==> config.mk <==
export PLATFORM = sky130hd
export DESIGN_NAME = rs485_poll_scheduler
export DESIGN_NICKNAME = d
export VERILOG_FILES = /design/src/rtl/rs485_poll_scheduler.sv
export SDC_FILE = /design/constraint.sdc
export NUM_CORES = 1
export LEC_CHECK = 0
export CAP_MARGIN = 10
export CORE_MARGIN = 2
export CORE_UTILIZATION = 37
export CTS_BUF_LIST = sky130_fd_sc_hd__clkbuf_4 sky130_fd_sc_hd__clkbuf_8
export CTS_CLUSTER_DIAMETER = 50
export DETAILED_ROUTE_END_ITERATION = 8
export GPL_TIMING_DRIVEN = 0
export PLACE_DENSITY = 0.57
export RECOVER_POWER = 50
export SLEW_MARGIN = 5
export SYNTH_ARGS = -nofsm -noshare
export SYNTH_HDL_FRONTEND = slang
export SYNTH_SLANG_ARGS = --single-unit
==> constraint.sdc <==
create_clock -name clk80MHz -period 3.25 [get_ports clk80MHz]
set_clock_uncertainty 0.2 [all_clocks]
set_input_delay 0.4875 -clock clk80MHz [delete_from_list [all_inputs] [get_ports clk80MHz]]
set_output_delay 0.4875 -clock clk80MHz [all_outputs]
set_load 0.005 [all_outputs]
==> src/rtl/rs485_poll_scheduler.sv <==
// Round-robin RS485 poll sequencer: per-channel TX launch, bus turnaround and RX byte window.
// Optional build macro POLL_RETRY_EN: a channel's first timeout in a round triggers one re-poll.
module rs485_poll_scheduler #(
    parameter int unsigned NCH     = 5,
    parameter int unsigned BYTES   = 20,
    parameter int unsigned GUARD   = 16,
    parameter int unsigned TIMEOUT = 8000
) (
    input  logic           clk80MHz,
    input  logic           rst,
    input  logic           poll_start,
    input  logic [NCH-1:0] ch_en,
    input  logic [NCH-1:0] tx_busy,
    input  logic [NCH-1:0] rx_valid,
    output logic [NCH-1:0] tx_start,
    output logic [NCH-1:0] UART_dTX,
    output logic [NCH-1:0] UART_dRX,
    output logic [2:0]     rx_sel,
    output logic [4:0]     byte_idx,
    output logic [NCH-1:0] ch_ok,
    output logic [NCH-1:0] ch_timeout,
    output logic           busy,
    output logic           round_done
);
    localparam int unsigned SW = $clog2(TIMEOUT + 1);
    localparam int unsigned GW = (GUARD > 1) ? $clog2(GUARD) : 1;

    localparam logic [SW-1:0] SilLast   = SW'(TIMEOUT - 1);
    localparam logic [GW-1:0] GuardLast = GW'(GUARD - 1);
    localparam logic [4:0]    ByteLast  = 5'(BYTES - 1);
    localparam logic [3:0]    SelLast   = 4'(NCH - 1);
    localparam logic [3:0]    SelEnd    = 4'(NCH);

    localparam logic [2:0] StIdle    = 3'd0;
    localparam logic [2:0] StSel     = 3'd1;
    localparam logic [2:0] StTxStart = 3'd2;
    localparam logic [2:0] StTxWait  = 3'd3;
    localparam logic [2:0] StTurn    = 3'd4;
    localparam logic [2:0] StRx      = 3'd5;
    localparam logic [2:0] StDone    = 3'd6;

    logic [2:0]     state_q, state_d;
    // One bit wider than rx_sel so that "past the last channel" is representable for NCH=8.
    logic [3:0]     sel_q, sel_d;
    logic [7:0]     mask_q, mask_d;
    logic [4:0]     byte_q, byte_d;
    logic [SW-1:0]  sil_q, sil_d;
    logic [GW-1:0]  cnt_q, cnt_d;
    logic [NCH-1:0] ok_q, ok_d;
    logic [NCH-1:0] to_q, to_d;
`ifdef POLL_RETRY_EN
    logic           retry_q, retry_d;
`endif

    logic [7:0] busy8, valid8, oh_q8, oh_d8;

    assign busy8  = 8'(tx_busy);
    assign valid8 = 8'(rx_valid);
    assign oh_q8  = 8'd1 << sel_q;
    assign oh_d8  = 8'd1 << sel_d;

    always_comb begin
        state_d = state_q;
        sel_d   = sel_q;
        mask_d  = mask_q;
        byte_d  = byte_q;
        sil_d   = sil_q;
        cnt_d   = cnt_q;
        ok_d    = ok_q;
        to_d    = to_q;
`ifdef POLL_RETRY_EN
        retry_d = retry_q;
`endif
        unique case (state_q)
            StIdle: begin
                if (poll_start) begin
                    mask_d  = 8'(ch_en);
                    ok_d    = '0;
                    to_d    = '0;
                    sel_d   = '0;
`ifdef POLL_RETRY_EN
                    retry_d = 1'b0;
`endif
                    state_d = StSel;
                end
            end
            StSel: begin
                if (sel_q >= SelEnd) begin
                    state_d = StDone;
                end else if (mask_q[sel_q[2:0]]) begin
                    state_d = StTxStart;
                end else if (sel_q == SelLast) begin
                    state_d = StDone;
                end else begin
                    sel_d = sel_q + 4'd1;
                end
            end
            StTxStart: begin
                cnt_d   = '0;
                byte_d  = '0;
                state_d = StTxWait;
            end
            StTxWait: begin
                // The UART engine only reports busy a cycle after the launch, so skip one cycle.
                if (cnt_q == '0) begin
                    cnt_d = GW'(1);
                end else if (!busy8[sel_q[2:0]]) begin
                    cnt_d   = '0;
                    state_d = StTurn;
                end
            end
            StTurn: begin
                if (cnt_q == GuardLast) begin
                    sil_d   = '0;
                    state_d = StRx;
                end else begin
                    cnt_d = cnt_q + GW'(1);
                end
            end
            StRx: begin
                // A byte clears the silence count first, so a last byte beats a same-cycle timeout.
                if (valid8[sel_q[2:0]]) begin
                    sil_d  = '0;
                    byte_d = byte_q + 5'd1;
                    if (byte_q == ByteLast) begin
                        ok_d    = ok_q | oh_q8[NCH-1:0];
                        byte_d  = '0;
                        sel_d   = sel_q + 4'd1;
`ifdef POLL_RETRY_EN
                        retry_d = 1'b0;
`endif
                        state_d = StSel;
                    end
                end else if (sil_q == SilLast) begin
                    byte_d = '0;
`ifdef POLL_RETRY_EN
                    if (!retry_q) begin
                        retry_d = 1'b1;
                        state_d = StTxStart;
                    end else begin
                        retry_d = 1'b0;
                        to_d    = to_q | oh_q8[NCH-1:0];
                        sel_d   = sel_q + 4'd1;
                        state_d = StSel;
                    end
`else
                    to_d    = to_q | oh_q8[NCH-1:0];
                    sel_d   = sel_q + 4'd1;
                    state_d = StSel;
`endif
                end else begin
                    sil_d = sil_q + SW'(1);
                end
            end
            StDone: begin
                state_d = StIdle;
            end
            default: begin
                state_d = StIdle;
            end
        endcase
    end

    always_ff @(posedge clk80MHz or negedge rst) begin
        if (!rst) begin
            state_q    <= StIdle;
            sel_q      <= '0;
            mask_q     <= '0;
            byte_q     <= '0;
            sil_q      <= '0;
            cnt_q      <= '0;
            ok_q       <= '0;
            to_q       <= '0;
`ifdef POLL_RETRY_EN
            retry_q    <= 1'b0;
`endif
            tx_start   <= '0;
            UART_dTX   <= '0;
            UART_dRX   <= '1;
            busy       <= 1'b0;
            round_done <= 1'b0;
        end else begin
            state_q    <= state_d;
            sel_q      <= sel_d;
            mask_q     <= mask_d;
            byte_q     <= byte_d;
            sil_q      <= sil_d;
            cnt_q      <= cnt_d;
            ok_q       <= ok_d;
            to_q       <= to_d;
`ifdef POLL_RETRY_EN
            retry_q    <= retry_d;
`endif
            // Driver is enabled a cycle ahead of the launch strobe so the line is settled.
            tx_start   <= (state_q == StTxStart) ? oh_q8[NCH-1:0] : '0;
            UART_dTX   <= (state_d == StTxStart || state_d == StTxWait) ? oh_d8[NCH-1:0] : '0;
            UART_dRX   <= (state_d == StRx) ? ~oh_d8[NCH-1:0] : '1;
            busy       <= (state_d != StIdle);
            round_done <= (state_d == StDone);
        end
    end

    assign rx_sel     = sel_q[2:0];
    assign byte_idx   = byte_q;
    assign ch_ok      = ok_q;
    assign ch_timeout = to_q;

endmodule

### Word-level counts from Yosys, hierarchy flattened

Index checks and enable logic that the tools add are counted.

* register bits: 61
* input bits: 18
* output and inout bits: 35
* logic and storage cells: 108

* $add $sub $neg: 4
* order comparisons: 2
* eq/ne operators: 23
* shift operators: 2
* muxes and demuxes: 47
* bitwise gates (word level): 3
* reduce and logical (&&, ||, !) cells: 14

Operators by type and width (count)
* 5-bit 2-to-1 mux: 11
* 4-bit 2-to-1 mux: 10
* 13-bit 2-to-1 mux: 3
* 3-bit 2-to-1 mux: 10
* 5-bit one-hot mux with 2 select lines: 3
* 13-bit one-hot mux with 2 select lines: 1
* 4-bit one-hot mux with 3 select lines: 2
* 3-bit one-hot mux with 6 select lines: 1
* 2-bit != test (second input constant): 7
* 13-bit by 1-bit adder with 13-bit output (second input constant): 1
* 13-bit equality test (second input constant): 1
* 3-bit by 2-bit equality test with 1-bit output (second input constant): 4
* 3-bit equality test (second input constant): 4
* 5-bit bitwise OR: 2
* 1-bit by 4-bit << shifter with 5-bit output (first input constant): 2
* 1-bit binary-select mux with 3-bit select: 3
* 3-bit != test (second input constant): 3
* 4-bit by 1-bit adder with 4-bit output (second input constant): 2
* 4-bit AND reduction: 2
* 3-bit AND reduction: 2
* 2-bit nonzero test: 3
* 3-bit nonzero test: 2
* 5-bit by 1-bit adder with 5-bit output (second input constant): 1
* 5-bit equality test (second input constant): 1
* other kinds (11): 14

### Longest topological paths before layout

* word-level depth: 8
* mapped depth: 9
* gate-level depth less buffers: 8

### Worst setup path before layout

Ideal clock, no wire load.

* kind: register to register
* start point: reg sil_q[0]
* end point: reg busy
* library setup time: 0.131 ns
* arrival: 2.385 ns
* data required time: 2.919 ns
* setup slack: 0.534 ns
* stages on the path, launching flop included: 9
* buffers on the path: 2
* period minus slack after synthesis: 2.716 ns
* cells stage by stage: dfrtp_1 ha_1 nand3_1 or4_1 buf_2 and3_4 buf_6 or4_4 or3_1

* cells in the longest elaborated chain, start to end: 5

RTL lines
* from (decl): RTL line 47 `logic [SW-1:0] sil_q, sil_d;`
* from (signal assigned): RTL line 187 `sil_q <= sil_d;`
* 13-bit equality test: RTL line 134 `end else if (sil_q == SilLast) begin`
* 3-bit 2-to-1 mux: RTL line 134
* 3-bit 2-to-1 mux: RTL line 122 `if (valid8[sel_q[2:0]]) begin`
* 3-bit one-hot mux with 6 select lines: RTL line 74 `unique case (state_q)`
* via state_d[2]: RTL line 42 `logic [2:0] state_q, state_d;`
* 3-bit nonzero test: RTL line 198 `busy <= (state_d != StIdle);`
* to (signal assigned): RTL line 198
* to (decl): RTL line 22 `output logic busy,`

The timed path passes the listed nets, and every way through them passes these cells.
A chain may end at the register's enable or synchronous reset.

### Worst setup path in the final report

* start point: reg sel_q[0]
* end point: reg UART_dTX[4]

* cells in the longest elaborated chain, start to end: 8
* elaborated cells between the ends (all ways): 29
* classes of those cells: add/sub (1); order compare (1); eq/ne (3); shift (1); mux (22); reduce/logical (1)

RTL lines
* from (decl): RTL line 44 `logic [3:0] sel_q, sel_d;`
* from (signal assigned): RTL line 184 `sel_q <= sel_d;`
* 1-bit binary-select mux with 3-bit select (tied with other cells): RTL line 107 `end else if (!busy8[sel_q[2:0]]) begin`
* 1-bit 2-to-1 mux (implied by the code) (tied with other cells): RTL line 107
* 3-bit 2-to-1 mux, on equally long branches: RTL line 107, 90
* 3-bit 2-to-1 mux, on equally long branches: RTL line 105, 88
* 3-bit one-hot mux with 6 select lines: RTL line 74
* 3-bit by 2-bit equality test with 1-bit output: RTL line 196 `UART_dTX <= (state_d == StTxStart || state_d == StTxWait) ? oh_d8[NCH-1:0] : '0;`
* 1-bit logical OR: RTL line 196
* 5-bit 2-to-1 mux *: RTL line 196
* to (signal assigned): RTL line 196
* to (decl): RTL line 16 `output logic [NCH-1:0] UART_dTX,`

Mark *: on every way between the ends. The rest lies on a longest branch, timed or not. The select of a mux whose other input is x is not followed.

==> flow_summary.ini <==
[critical_path]
path_class = register to register
critical_path.max_stage_delay_ns = 0.43
worstPathMaxFanout = 10
crit_chain = buf_2, mux2_2, o32a_1, a211oi_1, nand3_1, a21oi_1, and4_1
cp-end-kind = register
reg2reg_to = UART_dTX[4]
r2r_start = sel_q[0]
cpMaxStageDelayCell = dfrtp_1
setup.worst_path.end = UART_dTX[4]
worstPathArrival_ns = 3.09
worstPathRequired_ns = 3.33
reg2reg_slack_ns = 0.23
ff2ff_path_depth = 7
crit_start = sel_q[0]
crit_path_start_kind = register

[logic_synthesis]
synth_edf_count = 0
synth_ff_type = dfrtp_1
syn-cell-area_um2 = 3221
synthesis.nets = 373
ys_seq_area_share_pct = 47.59
syn_avg_cell_area_um2 = 9.308
yosys_warnings = 0
async_reset_ff_share_pct = 100.0
synthCells = 346
synth.distinct_cells = 63
synth_seq_cells = 61

[grt]
antenna_found_initial = 0
grt_overflow = 0
grt_pass1_vias = 2749
grt.total_usage_pct = 17.67
grt_first_pass_wirelength_um = 13520
grt_start_max_net_pins = 62

[route]
via_per_inst = 5.338
drt-initial-drc-count = 103
drc = 0
wl_per_cell_um = 15.11
vias = 2797
wl_um = 7920
ant_nets = 0
firstDrtPassIters = 4

[cells_and_area]
diodes = 0
finalInstanceArea_um2 = 4080
area_growth_pct = 26.69
fin_nets = 438
drive_gt1_share_pct = 11.30
nFillCells = 835

[power_and_ir_drop]
power_density_nw_per_um2 = 695.6
vdd_drop_max_uv = 279.2
p_leak_uw = 0.001791

[clocking]
clk_path_buf_depth = 2
root_buffer = clkbuf_8
clk_latency_ns = 0.34
numCtsBuffers = 9
htree_levels = 3
path_clk_slew_ns = 0.08
cts_sinks = 61
cts_tree = built
postCtsHoldBufs = 0

[placed_design]
dp_hpwl_um = 5813
io_buffers = 52
placed_area_um2 = 3874
place.gp.congestion = 0.9221

[sta]
finalHoldViolCount = 0
maxSlewHeadroom_pct = 2.016
fin_hold_ws_ns = 0.2746
finalCriticalPeriod_ns = 3.015
tightest_slew_ns = 1.470
slew_violations = 0
fin_crit_sh_pct = 92.77
fmax_mhz = 331.7
setup_viol = 0
rsz0062_at_grt = false

[floorplan]
dieArea_um2 = 9466
pin_count = 53
core-area_um2 = 8593
start_util_pct = 37.48
die_y_um = 97.30
row_count = 34
die_w_um = 97.30

[job]
maxCapViolations = 0

[min_path]
hp-class = register to register

[status]
status = finished clean
[cells by family (layout without fill, tap and decap cells)]
group                      Yosys count  after routing  share of synthesized area (%)
and+or+nand+nor                    159            159                          25.95
muxes                                7              7                          2.486
adders and majority gates            9              9                          3.497
AOI/OAI and AO/OA                   83             83                          16.51
xor gates and xnor gates             1              1                         0.2720
buffers and inverters               26             96                          3.691
DFF                                 61             61                          47.59
[layout by cell type, fill, tap and decap left out, drive strengths merged, types with 4 or more instances in the layout]
master,netlist,final
nor2b,4,4
clkbuf,11,21
dfstp,5,5
mux2,5,5
nor3,5,5
dfrtp,56,56
dlygate4sd3,0,12
nand3b,7,7
nand2,48,48
o211ai,4,4
nor2,32,32
inv,9,9
a21oi,11,11
ha,9,9
o21ai,34,34
a31oi,6,6
nand2b,5,5
buf,6,8
nand3,22,22
clkinv,0,5
clkdlybuf4s50,0,39
and3,7,7
o31ai,8,8
[synthesized netlist by cell type, types with 5 or more instances]
cell type | n | share of area, %
nand3_1 | 21 | 3.3
nor2_1 | 31 | 3.6
nand3b_1 | 7 | 1.6
nor3_1 | 5 | 0.78
nand2b_1 | 5 | 0.97
o31ai_1 | 8 | 1.9
inv_1 | 8 | 0.93
dfstp_2 | 5 | 4.1
ha_1 | 9 | 3.5
o21ai_0 | 34 | 5.3
a31oi_1 | 6 | 1.2
and3_1 | 6 | 1.2
dfrtp_1 | 56 | 44
a21oi_1 | 11 | 1.7
clkbuf_1 | 11 | 1.3
nand2_1 | 48 | 5.6
[worst min-delay path by stage]
stage | endpoint | cells after the start | slack [ns] | startpoint
2_1_floorplan | UART_dTX[0] | 0 | -0.008 | rst
3_3_place_gp | mask_q[2] | 2 | 0.26 | mask_q[2]
3_5_place_dp | mask_q[2] | 2 | 0.26 | mask_q[2]
4_1_cts | mask_q[1] | 1 | 0.04 | rst
5_1_grt | mask_q[1] | 2 | 0.31 | mask_q[1]
6_report | mask_q[2] | 2 | 0.27 | mask_q[2]
[final cells by class]
cell class              instances  area (um2)  area share [%]
plain buffers                  17       85.08           2.085
clock buffers                   9       123.9           3.036
clock inverters                 7       66.31           1.625
inverters                       9       33.78          0.8280
multi-input cells             259        1573           38.55
flip-flops and latches         61        1533           37.57
well taps                     108       135.1           3.312
repair buffers                 54       530.5           13.00
[power breakdown]
part | internal (uW) | total, uW | switching [uW]
Combinational | 482 | 1180 | 698
Clock | 349 | 658 | 308
Sequential | 899 | 1000 | 101
[state kept, by name, summed over array words and instances, names as in the netlist]
| name | cells |
|---|---|
| UART_dRX | 5 |
| UART_dTX | 5 |
| busy | 1 |
| byte_idx | 5 |
| ch_ok | 5 |
| ch_timeout | 5 |
| cnt_q | 4 |
| mask_q | 5 |
| round_done | 1 |
| sel_q | 4 |
| sil_q | 13 |
| state_q | 3 |
| tx_start | 5 |
[what timing repair did]
item                                    4_1_cts  5_1_grt
endpoints found under the setup margin        0        9
gates resized for setup                       0        2
setup buffers                                 0        2
[through the flow]
stage	setup TNS, ns	instances	power [uW]	utilization, %	worst slack, ns
detailed placement	0	506	2202	45.08	0.08586
finish	0	524	2838	47.48	0.2350
global placement	-27.31	506	2197	45.11	-0.4920
CTS	0	522	2872	47.29	0.1230
global route	0	524	3054	47.48	0.03686
floorplan	0	346	1790	-	0.5338
[routing by layer]
metal  up-vias  wire [um]  GRT usage (%)
met5         -          0              0
met4         0        151          5.662
met3        13        268          5.036
met2        57       3871          29.11
met1      1351       3629          22.54
li1       1376          -              -
[critical path, delay by kind of cell (launching register included)]
kind            cells  cell delay, ns
compound gates      3            1.12
simple gates        2            0.45
flops               1            0.43
buf+inv             1            0.33
mux                 1            0.41
No activity file was read; power rests on OpenSTA's default activity.
